--- src/rtl/cim_dot_sched.sv ---
`default_nettype none
// ============================================================================
// Module   : cim_dot_sched
// Purpose  : Two-requester job scheduler for a 2-wide BF16 dot-product
//            engine. One job is in flight at a time. Arbitration is
//            round-robin against the id of the last completed job. The
//            engine has a fixed ENG_LAT-cycle latency, so the scheduler
//            times the engine with a down-counter and does not need a
//            handshake back from it.
//
// Parameters
//   ENG_LAT      cycles from eng_start to eng_result valid (1..255)
//
// Ports
//   clk          rising-edge clock
//   rst_n        asynchronous active-low reset
//   reqN_valid   requester N presents a job (N = 0, 1)
//   reqN_ready   job from requester N accepted this cycle (combinational)
//   reqN_a/b     packed BF16 operands, [31:16] = elem 0, [15:0] = elem 1
//   eng_start    single-cycle engine start pulse
//   eng_a/b      engine operands, held from ISSUE through WAIT, 0 in IDLE
//   eng_result   BF16 engine result
//   rsp_valid    response available
//   rsp_ready    consumer accepts the response
//   rsp_data     BF16 result
//   rsp_id       requester that owns the response
//   busy         state is not IDLE
//   jobs_done    completed-response count (wraps)
//
// Revision : 1.0 - initial release
// ============================================================================
module cim_dot_sched #(
    parameter int ENG_LAT = 10
) (
    input  logic        clk,
    input  logic        rst_n,
    input  logic        req0_valid,
    output logic        req0_ready,
    input  logic [31:0] req0_a,
    input  logic [31:0] req0_b,
    input  logic        req1_valid,
    output logic        req1_ready,
    input  logic [31:0] req1_a,
    input  logic [31:0] req1_b,
    output logic        eng_start,
    output logic [31:0] eng_a,
    output logic [31:0] eng_b,
    input  logic [15:0] eng_result,
    output logic        rsp_valid,
    input  logic        rsp_ready,
    output logic [15:0] rsp_data,
    output logic        rsp_id,
    output logic        busy,
    output logic [15:0] jobs_done
);

    typedef enum logic [1:0] {
        ST_IDLE  = 2'd0,
        ST_ISSUE = 2'd1,
        ST_WAIT  = 2'd2,
        ST_RESP  = 2'd3
    } state_t;

    // WAIT covers ENG_LAT cycles: counts ENG_LAT-1 down to 0 inclusive.
    localparam logic [7:0] c_cnt_load = 8'(ENG_LAT - 1);

    state_t     r_state;
    logic [7:0] r_cnt;
    logic       r_rr_ptr;   // id of the last completed job
    logic       r_id;       // id of the job in flight

    logic       w_idle;
    logic       w_sel;      // granted requester when anything is valid
    logic       w_accept;

    // Ready is suppressed while reset is asserted, so no requester sees a
    // grant from the IDLE state that reset forces.
    assign w_idle     = rst_n && (r_state == ST_IDLE);

    // With both valid, the requester that did not complete last wins;
    // otherwise the only valid requester wins.
    assign w_sel      = (req0_valid && req1_valid) ? ~r_rr_ptr : req1_valid;

    assign req0_ready = w_idle && req0_valid && !w_sel;
    assign req1_ready = w_idle && req1_valid &&  w_sel;
    assign w_accept   = req0_ready || req1_ready;

    assign busy       = (r_state != ST_IDLE);

    always_ff @(posedge clk or negedge rst_n) begin
        if (!rst_n) begin
            r_state   <= ST_IDLE;
            r_cnt     <= '0;
            r_rr_ptr  <= 1'b1;
            r_id      <= 1'b0;
            eng_start <= 1'b0;
            eng_a     <= '0;
            eng_b     <= '0;
            rsp_valid <= 1'b0;
            rsp_data  <= '0;
            rsp_id    <= 1'b0;
            jobs_done <= '0;
        end else begin
            case (r_state)
                ST_IDLE: begin
                    if (w_accept) begin
                        // Operands are captured here, so later changes on
                        // the request bus cannot disturb the job in flight.
                        eng_a     <= w_sel ? req1_a : req0_a;
                        eng_b     <= w_sel ? req1_b : req0_b;
                        r_id      <= w_sel;
                        eng_start <= 1'b1;
                        r_state   <= ST_ISSUE;
                    end
                end

                ST_ISSUE: begin
                    eng_start <= 1'b0;
                    r_cnt     <= c_cnt_load;
                    r_state   <= ST_WAIT;
                end

                ST_WAIT: begin
                    if (r_cnt == 8'd0) begin
                        rsp_data  <= eng_result;
                        rsp_id    <= r_id;
                        rsp_valid <= 1'b1;
                        eng_a     <= '0;
                        eng_b     <= '0;
                        r_state   <= ST_RESP;
                    end else begin
                        r_cnt <= r_cnt - 8'd1;
                    end
                end

                ST_RESP: begin
                    if (rsp_ready) begin
                        rsp_valid <= 1'b0;
                        jobs_done <= jobs_done + 16'd1;
                        r_rr_ptr  <= rsp_id;
                        r_state   <= ST_IDLE;
                    end
                end

                default: begin
                    r_state <= ST_IDLE;
                end
            endcase
        end
    end

endmodule
`default_nettype wire

--- config.mk ---
export PLATFORM = sky130hd
export DESIGN_NAME = cim_dot_sched
export DESIGN_NICKNAME = d
export VERILOG_FILES = /design/src/rtl/cim_dot_sched.sv
export SDC_FILE = /design/constraint.sdc
export NUM_CORES = 1
export LEC_CHECK = 0
export CORE_AREA = 2 2 113 115
export DETAILED_ROUTE_END_ITERATION = 10
export DIE_AREA = 0 0 115 117
export PLACE_DENSITY = 0.82
export SETUP_SLACK_MARGIN = 0.1
export SYNTH_ARGS = -nofsm -noshare
export SYNTH_HDL_FRONTEND = slang
export SYNTH_SLANG_ARGS = --single-unit
--- constraint.sdc ---
create_clock -name clk -period 3.3 [get_ports clk]
set_input_delay 0.99 -clock clk [delete_from_list [all_inputs] [get_ports clk]]
set_output_delay 0.99 -clock clk [all_outputs]
set_load 0.01 [all_outputs]
==> metrics <==
Sink Count 111; cell family with most CP delay buffers and inverters; vias in the first global route 4269; clock network fraction of design power 18.9%; Initial Util 42.5%; WP buf/inv 2; HPWL Detailed 11300 um; Vias/cell 5.31; Die H 117 um; power per cell area 700 mW/mm^2; max cap viols 0; Worst slew margin 42.3%; # IOs 251; critical path's largest stage delay 0.48 ns; commonest cells after routing, fill and taps aside 247 x clkdlybuf4s50_1, 110 x dfrtp_1, 65 x mux2i_1; metal2 WL 7570 um; Arr. time, crit path 2.11 ns; grt total ovfl 0; internal power 0.00376 W; crit end category primary output; Primary FF master, synth dfrtp_1; fraction of final layout cells with drive strength greater than 1 9.44%; clock slew seen by the registers of the worst setup and hold paths 0.07 ns; Critical Path RT 2.31 ns; top layer in use met4; final wirelength 15000 um; Final nets 808; met3 WL 965 um; Peak Freq 323 MHz; Total GRT Usage 21.4%; Pre-antenna DRT Iters 4; Synth Register Bits 111; core area 0.0123 sq mm; Post-DP Area 0.00791 sq mm; fin area 0.00820 sq mm; crit path time final 3.10 ns; CP Launch Type input port; Max VDD drop 0.426 mV; type of the worst min-delay path flip-flop to flip-flop; leakage 3.59 nW; drc violations 0; CTS tree done; Die X 115 um; CTS Hold Bufs 0; initial antenna violation count 0; DR WL/cell 18.6 um; Metal-1 WL 6010 um; sequential cell area fraction in the yosys report 53.1%; Antenna Cells 0; worst setup margin 0.200 ns; CTS Buf Count 9; Yosys Warn Count 0; Period Utilization, post-route 94.0%; final setup vio count 0; Comb power frac 45.7%; num rows 41; syn avg cell area 13.0 sq um; number of synthesized flops with an enable pin 0; CTS Root Cell clkbuf_16; distinct cell type count after synthesis 43; Max Slew Vio Count 0; GPL Wtd Cong 0.802; Final Hold Vio Count 0; largest net degree at the start of global routing 70; crit-path max FO 2; Sequential Power Share 35.4%; Psw 0.00198 W; vias post-DR 4283; Layout area overhead 56.8%; Synth Instances 402; Post-synth ARST share 100%; clock tree buffer depth 2; final core occ 66.6%; Final ANT Viol Nets 0; syn nets 558; post-CTS setup buffer count 0; worst skew pair latency 0.34 ns; most common cell after layout, fill and taps aside clkdlybuf4s50_1; die area 0.0135 sq mm; CP Class input port to primary output; RSZ-0062 raised after global routing false; Initial DRC Count 144; mapped cell area 0.00523 sq mm; outcome finished, final reports clean; skew final 0.0100 ns; first-pass GRT wire length 22500 um; number of buffers added on ports 250; pre-CTS WS -0.0853 ns; Switching Share 34.5%; critical path cell sequence clkdlybuf4s50_1, a21boi_4, nor2b_1, dlygate4sd2_1; slowest cell on the critical path clkdlybuf4s50_1; Clock H-tree levels 3; Worst-Margin Slew 0.866 ns
power groups by stage:
| stage | Sequential (W) | Combinational (W) | Clock, W |
|---|---|---|---|
| 6_report | 0.00203 | 0.00263 | 0.00108 |
| 5_1_grt | 0.00208 | 0.00282 | 0.00117 |
| 4_1_cts | 0.00203 | 0.00265 | 0.00111 |
| 3_5_place_dp | 0.00205 | 0.00264 | 0 |
| 3_3_place_gp | 0.00203 | 0.00255 | 0 |
| 2_1_floorplan | 0.00216 | 0.00132 | 0 |
stage by stage:
step | cells | hold WS (ns) | setup TNS (ns) | total power (W)
4_1_cts | 807 | 0.477 | 0 | 0.00579
5_1_grt | 807 | 0.502 | 0 | 0.00607
2_1_floorplan | 402 | 0.446 | 0 | 0.00348
3_5_place_dp | 791 | 0.463 | -0.156 | 0.00468
3_3_place_gp | 791 | 0.461 | -0.105 | 0.00459
6_report | 807 | 0.475 | 0 | 0.00574
flip-flops by register name (all words and copies together) (netlist names):
name and flops:
eng_a 32, eng_b 32, jobs_done 16, rsp_data 16, r_cnt 8, r_state 2
eng_start 1, r_id 1, r_rr_ptr 1, rsp_id 1, rsp_valid 1
worst paths after layout:
check                               from            end  slack (ns)  depth (start not counted)
setup / recovery              req1_valid     req1_ready        0.20                          4
hold / removal             jobs_done[15]  jobs_done[15]        0.47                          1
setup reg to reg                r_cnt[0]      eng_b[31]        0.95                          7
hold reg to reg            jobs_done[15]  jobs_done[15]        0.47                          1
max in group asynchronous          rst_n       r_cnt[7]        1.26                          3
min in group asynchronous          rst_n       eng_b[2]        0.76                          2
layer usage:
layer | vias to the layer above | global-route usage [%]
li1 | 1991 | -
met1 | 2090 | 26.8
met2 | 168 | 37.0
met3 | 34 | 3.96
met4 | 0 | 8.11
met5 | - | 0
synth_stat cells (2+ instances only):
cell type | number | area [sq um]
inv_1 | 12 | 45.0
a21oi_1 | 6 | 30.0
ha_1 | 7 | 87.6
mux2i_1 | 65 | 651
nor2_1 | 9 | 33.8
nand4_1 | 4 | 25.0
o21ai_0 | 6 | 30.0
mux2_4 | 10 | 150
buf_2 | 9 | 45.0
o2bb2ai_2 | 4 | 60.1
nor3_1 | 6 | 30.0
dfrtp_1 | 110 | 2750
xor2_1 | 4 | 35.0
nand2_1 | 13 | 48.8
xnor2_1 | 13 | 114
nand3_1 | 9 | 45.0
nor2b_1 | 2 | 12.5
buf_6 | 7 | 78.8
clkbuf_1 | 7 | 26.3
mux2_2 | 10 | 113
a22o_1 | 7 | 61.3
o31ai_1 | 2 | 15.0
o2bb2ai_1 | 60 | 526
timing repair:
item	4_1_cts	5_1_grt
endpoints found under the setup margin	2	0
resized for setup	2	0
endpoints found under the hold margin	0	0
logic make-up after synthesis:
family	count (synthesis)	synth area share (%)
buf+inv	36	4.11
xor+xnor	17	2.85
simple gates	53	5.48
mux	85	17.5
compound gates	93	15.3
flops	111	53.1
fa+ha+maj	7	1.67
cell type report:
class | instances | area, sq um
inverters | 12 | 45.0
fillers | 927 | 4110
clock inverters | 6 | 70.1
repair buffers | 263 | 2630
well taps | 150 | 188
flip-flops and latches | 111 | 2780
multi-input cells | 255 | 2260
clock buffers | 10 | 229
No activity file was read; power rests on OpenSTA's default activity.
==> edit: new RTL, same settings <==
The 4 states of `state_t` get a Gray code encoding in 2 bits.
--- a/src/rtl/cim_dot_sched.sv
+++ b/src/rtl/cim_dot_sched.sv
@@ -55,10 +55,10 @@
 );
 
     typedef enum logic [1:0] {
-        ST_IDLE  = 2'd0,
-        ST_ISSUE = 2'd1,
-        ST_WAIT  = 2'd2,
-        ST_RESP  = 2'd3
+        ST_IDLE  = 2'b00,
+        ST_ISSUE = 2'b01,
+        ST_WAIT  = 2'b11,
+        ST_RESP  = 2'b10
     } state_t;
 
     // WAIT covers ENG_LAT cycles: counts ENG_LAT-1 down to 0 inclusive.
Formal check against the unedited RTL: no difference found for any inputs over 4 cycles, from zero or initial values and one cycle with rst_n low; so few cycles prove little.
==> edit against the unedited design <==
  * Sequential cell count unchanged
  * Fmax increased by 1.4%
  * Routed wire length decreased by 1.5%
  * Via count decreased by 2.8%
  * Clock skew increased by 0.00078 ns
  * Die area unchanged
  * Count of clock-buffer cells in the layout unchanged
  * Power increased by 8.8%
  * Area after synthesis decreased by 3.7%
  * Combinational power increased by 3%
  * Setup slack improved by 0.042 ns
  * Final area decreased by 1.7%
  * Non-clock buffer count decreased by 2
  * Highest routed layer unchanged
==> edit: results (changes against the unedited design) <==
[sta]
clock_skew_ns = 0.01079  ; was 0.01001 ns
slew_headroom = 0.4932  ; was 0.4230

[final_layout]
drive_gt1_frac = 0.08837  ; was 0.09437
antenna_cells = 0  ; unchanged
reg_top3 = eng_a x32, eng_b x32  ; unchanged
fin_nets = 792  ; was 808
fill_cells = 980  ; was 927

[setup_path]
crit_path_max_fanout = 3  ; was 2
worstPathArrival_ns = 2.07  ; was 2.11 ns

[placement]
place_hpwl_um = 11010  ; was 11,260 um
post_dp_cell_area_um2 = 7717  ; was 7906 um^2
gp_congestion = 0.8713  ; was 0.8022
pre_cts_slack_ns = -0.1739  ; was -0.08531 ns
portBuffers = 250  ; unchanged
place_inst = 778  ; was 791

[global_route]
antenna_found_initial = 0  ; unchanged
first_global_vias = 4120  ; was 4,269
grt.total_usage = 0.2128  ; was 0.2137
grt_start_max_net_pins = 66  ; was 70
grt_pass1_wl_um = 22060  ; was 22,540 um

[detailed_routing]
vias = 4163  ; was 4,283
dr.first_iter.drc_count = 161  ; was 144
vias_per_cell = 5.236  ; was 5.307
firstDrtPassIters = 4  ; unchanged
post_drt_wl_per_cell_um = 18.54  ; was 18.55 um

[status]
status = finished, final reports clean  ; unchanged

[yosys]
synth_warnings = 0  ; unchanged
synthArstFlopShare = 1.000  ; unchanged
synthTopCellsByArea = dfrtp_1 55%, mux2i_1 13%, o2bb2ai_1 11%  ; was dfrtp_1 53%, mux2i_1 12%, o2bb2ai_1 10%
synth_cells = 392  ; was 402
synthTopCellsByCount = 110 x dfrtp_1, 64 x mux2i_1, 64 x o2bb2ai_1, 21 x nand2_1, 11 x buf_2  ; was 110 x dfrtp_1, 65 x mux2i_1, 60 x o2bb2ai_1, 13 x nand2_1, 13 x xnor2_1
synth-main-ff-cell = dfrtp_1  ; unchanged
synth_nets = 544  ; was 558
synth.distinct_cells = 52  ; was 43
synth_seq_area_share = 0.5518  ; was 0.5312

[clocking]
clk_path_buf_depth = 2  ; unchanged
h-tree-depth = 3  ; unchanged
path_clk_slew_ns = 0.07  ; about the same
clkLatencyLatePin_ns = 0.35
numCtsBuffers = 9  ; unchanged
root_buffer = clkbuf_16  ; unchanged

[pwr]
ir_worst_vdd_mv = 0.5105  ; was 0.4260 mV
internal-power_mw = 4.265  ; was 3.763 mW
p_leak_nw = 3.464  ; was 3.595 nW

[min_path]
hp-class = flip-flop to flip-flop  ; unchanged

-- edit: cell count changes after synthesis, moves of 4 or more --
cell       unedited run  this run
nand3_1               9         5
buf_6                 7         1
ha_1                  7         3
inv_1                12         5
nand2_1              13        21
a22o_1                7         1
o2bb2ai_1            60        64
o2bb2ai_2             4         0
-- edit: layer usage --
metal | GRT usage | part of all wire
met5 | 0 | 0
met4 | 0.06988 | 0.019
met3 | 0.06334 | 0.069
met2 | 0.3698 | 0.51
met1 | 0.2547 | 0.41
-- edit: cell type report --
cell class	instances	area, um^2	area share
repair buffers	261	2600	0.3224
multi-input cells	251	2128	0.2639
flip-flops and latches	111	2779	0.3446
clock inverters	6	107.6	0.01334
inverters	6	22.52	0.002793
well taps	150	187.7	0.02327
clock buffers	10	239.0	0.02964
-- edit: kinds of logic (layout without fill, tap and decap cells) --
group	after synthesis	count (layout)	share of synthesized area
flops	111	111	0.5518
compound gates	88	88	0.1461
mux	81	81	0.1712
simple gates	64	64	0.06758
buf+inv	30	283	0.02981
xor+xnor	15	15	0.02609
fa+ha+maj	3	3	0.007454
-- edit: metrics by stage --
stage,hold slack (ns),total power [mW]
floorplan,0.4391,3.474
global placement,0.4659,4.949
detailed placement,0.4691,5.041
CTS,0.4828,6.313
global route,0.5000,6.601
finish,0.4746,6.246
-- edit: path summary, 6_finish.rpt --
kind / slack, ns / end / startpoint / depth (start not counted)
min in group asynchronous: 0.81 / rsp_data[14]$_DFFE_PN0P_ / rst_n / 2
worst min-delay path: 0.47 / jobs_done[15]$_DFFE_PN0P_ / jobs_done[15]$_DFFE_PN0P_ / 1
worst min register to register: 0.47 / jobs_done[15]$_DFFE_PN0P_ / jobs_done[15]$_DFFE_PN0P_ / 1
worst max register to register: 0.94 / eng_a[0]$_DFFE_PN0P_ / r_cnt[0]$_DFFE_PN0P_ / 8
worst max-delay path: 0.24 / req0_ready / req1_valid / 4
max in group asynchronous: 1.32 / jobs_done[14]$_DFFE_PN0P_ / rst_n / 3
-- edit: critical path: stages --
cell,delay [ns]
clkdlybuf4s50_1,0.49
a21boi_4,0.23
nor2_1,0.07
dlygate4sd2_1,0.29
-- edit: power groups by stage --
stage | clock network (mW) | logic (mW) | registers [mW]
floorplan | 0 | 0.985 | 2.49
detailed placement | 0 | 2.72 | 2.32
global route | 1.33 | 2.89 | 2.37
CTS | 1.28 | 2.74 | 2.30
finish | 1.24 | 2.71 | 2.30
global placement | 0 | 2.67 | 2.28
-- edit: repair_timing --
action | CTS | global route
gates resized for setup | 3 | 2
endpoints found under the setup margin | 2 | 1
endpoints found under the hold margin | 0 | 0
pin swaps | 1 | 0
setup buffers | 1 | 0
hold buffers | 0 | 0
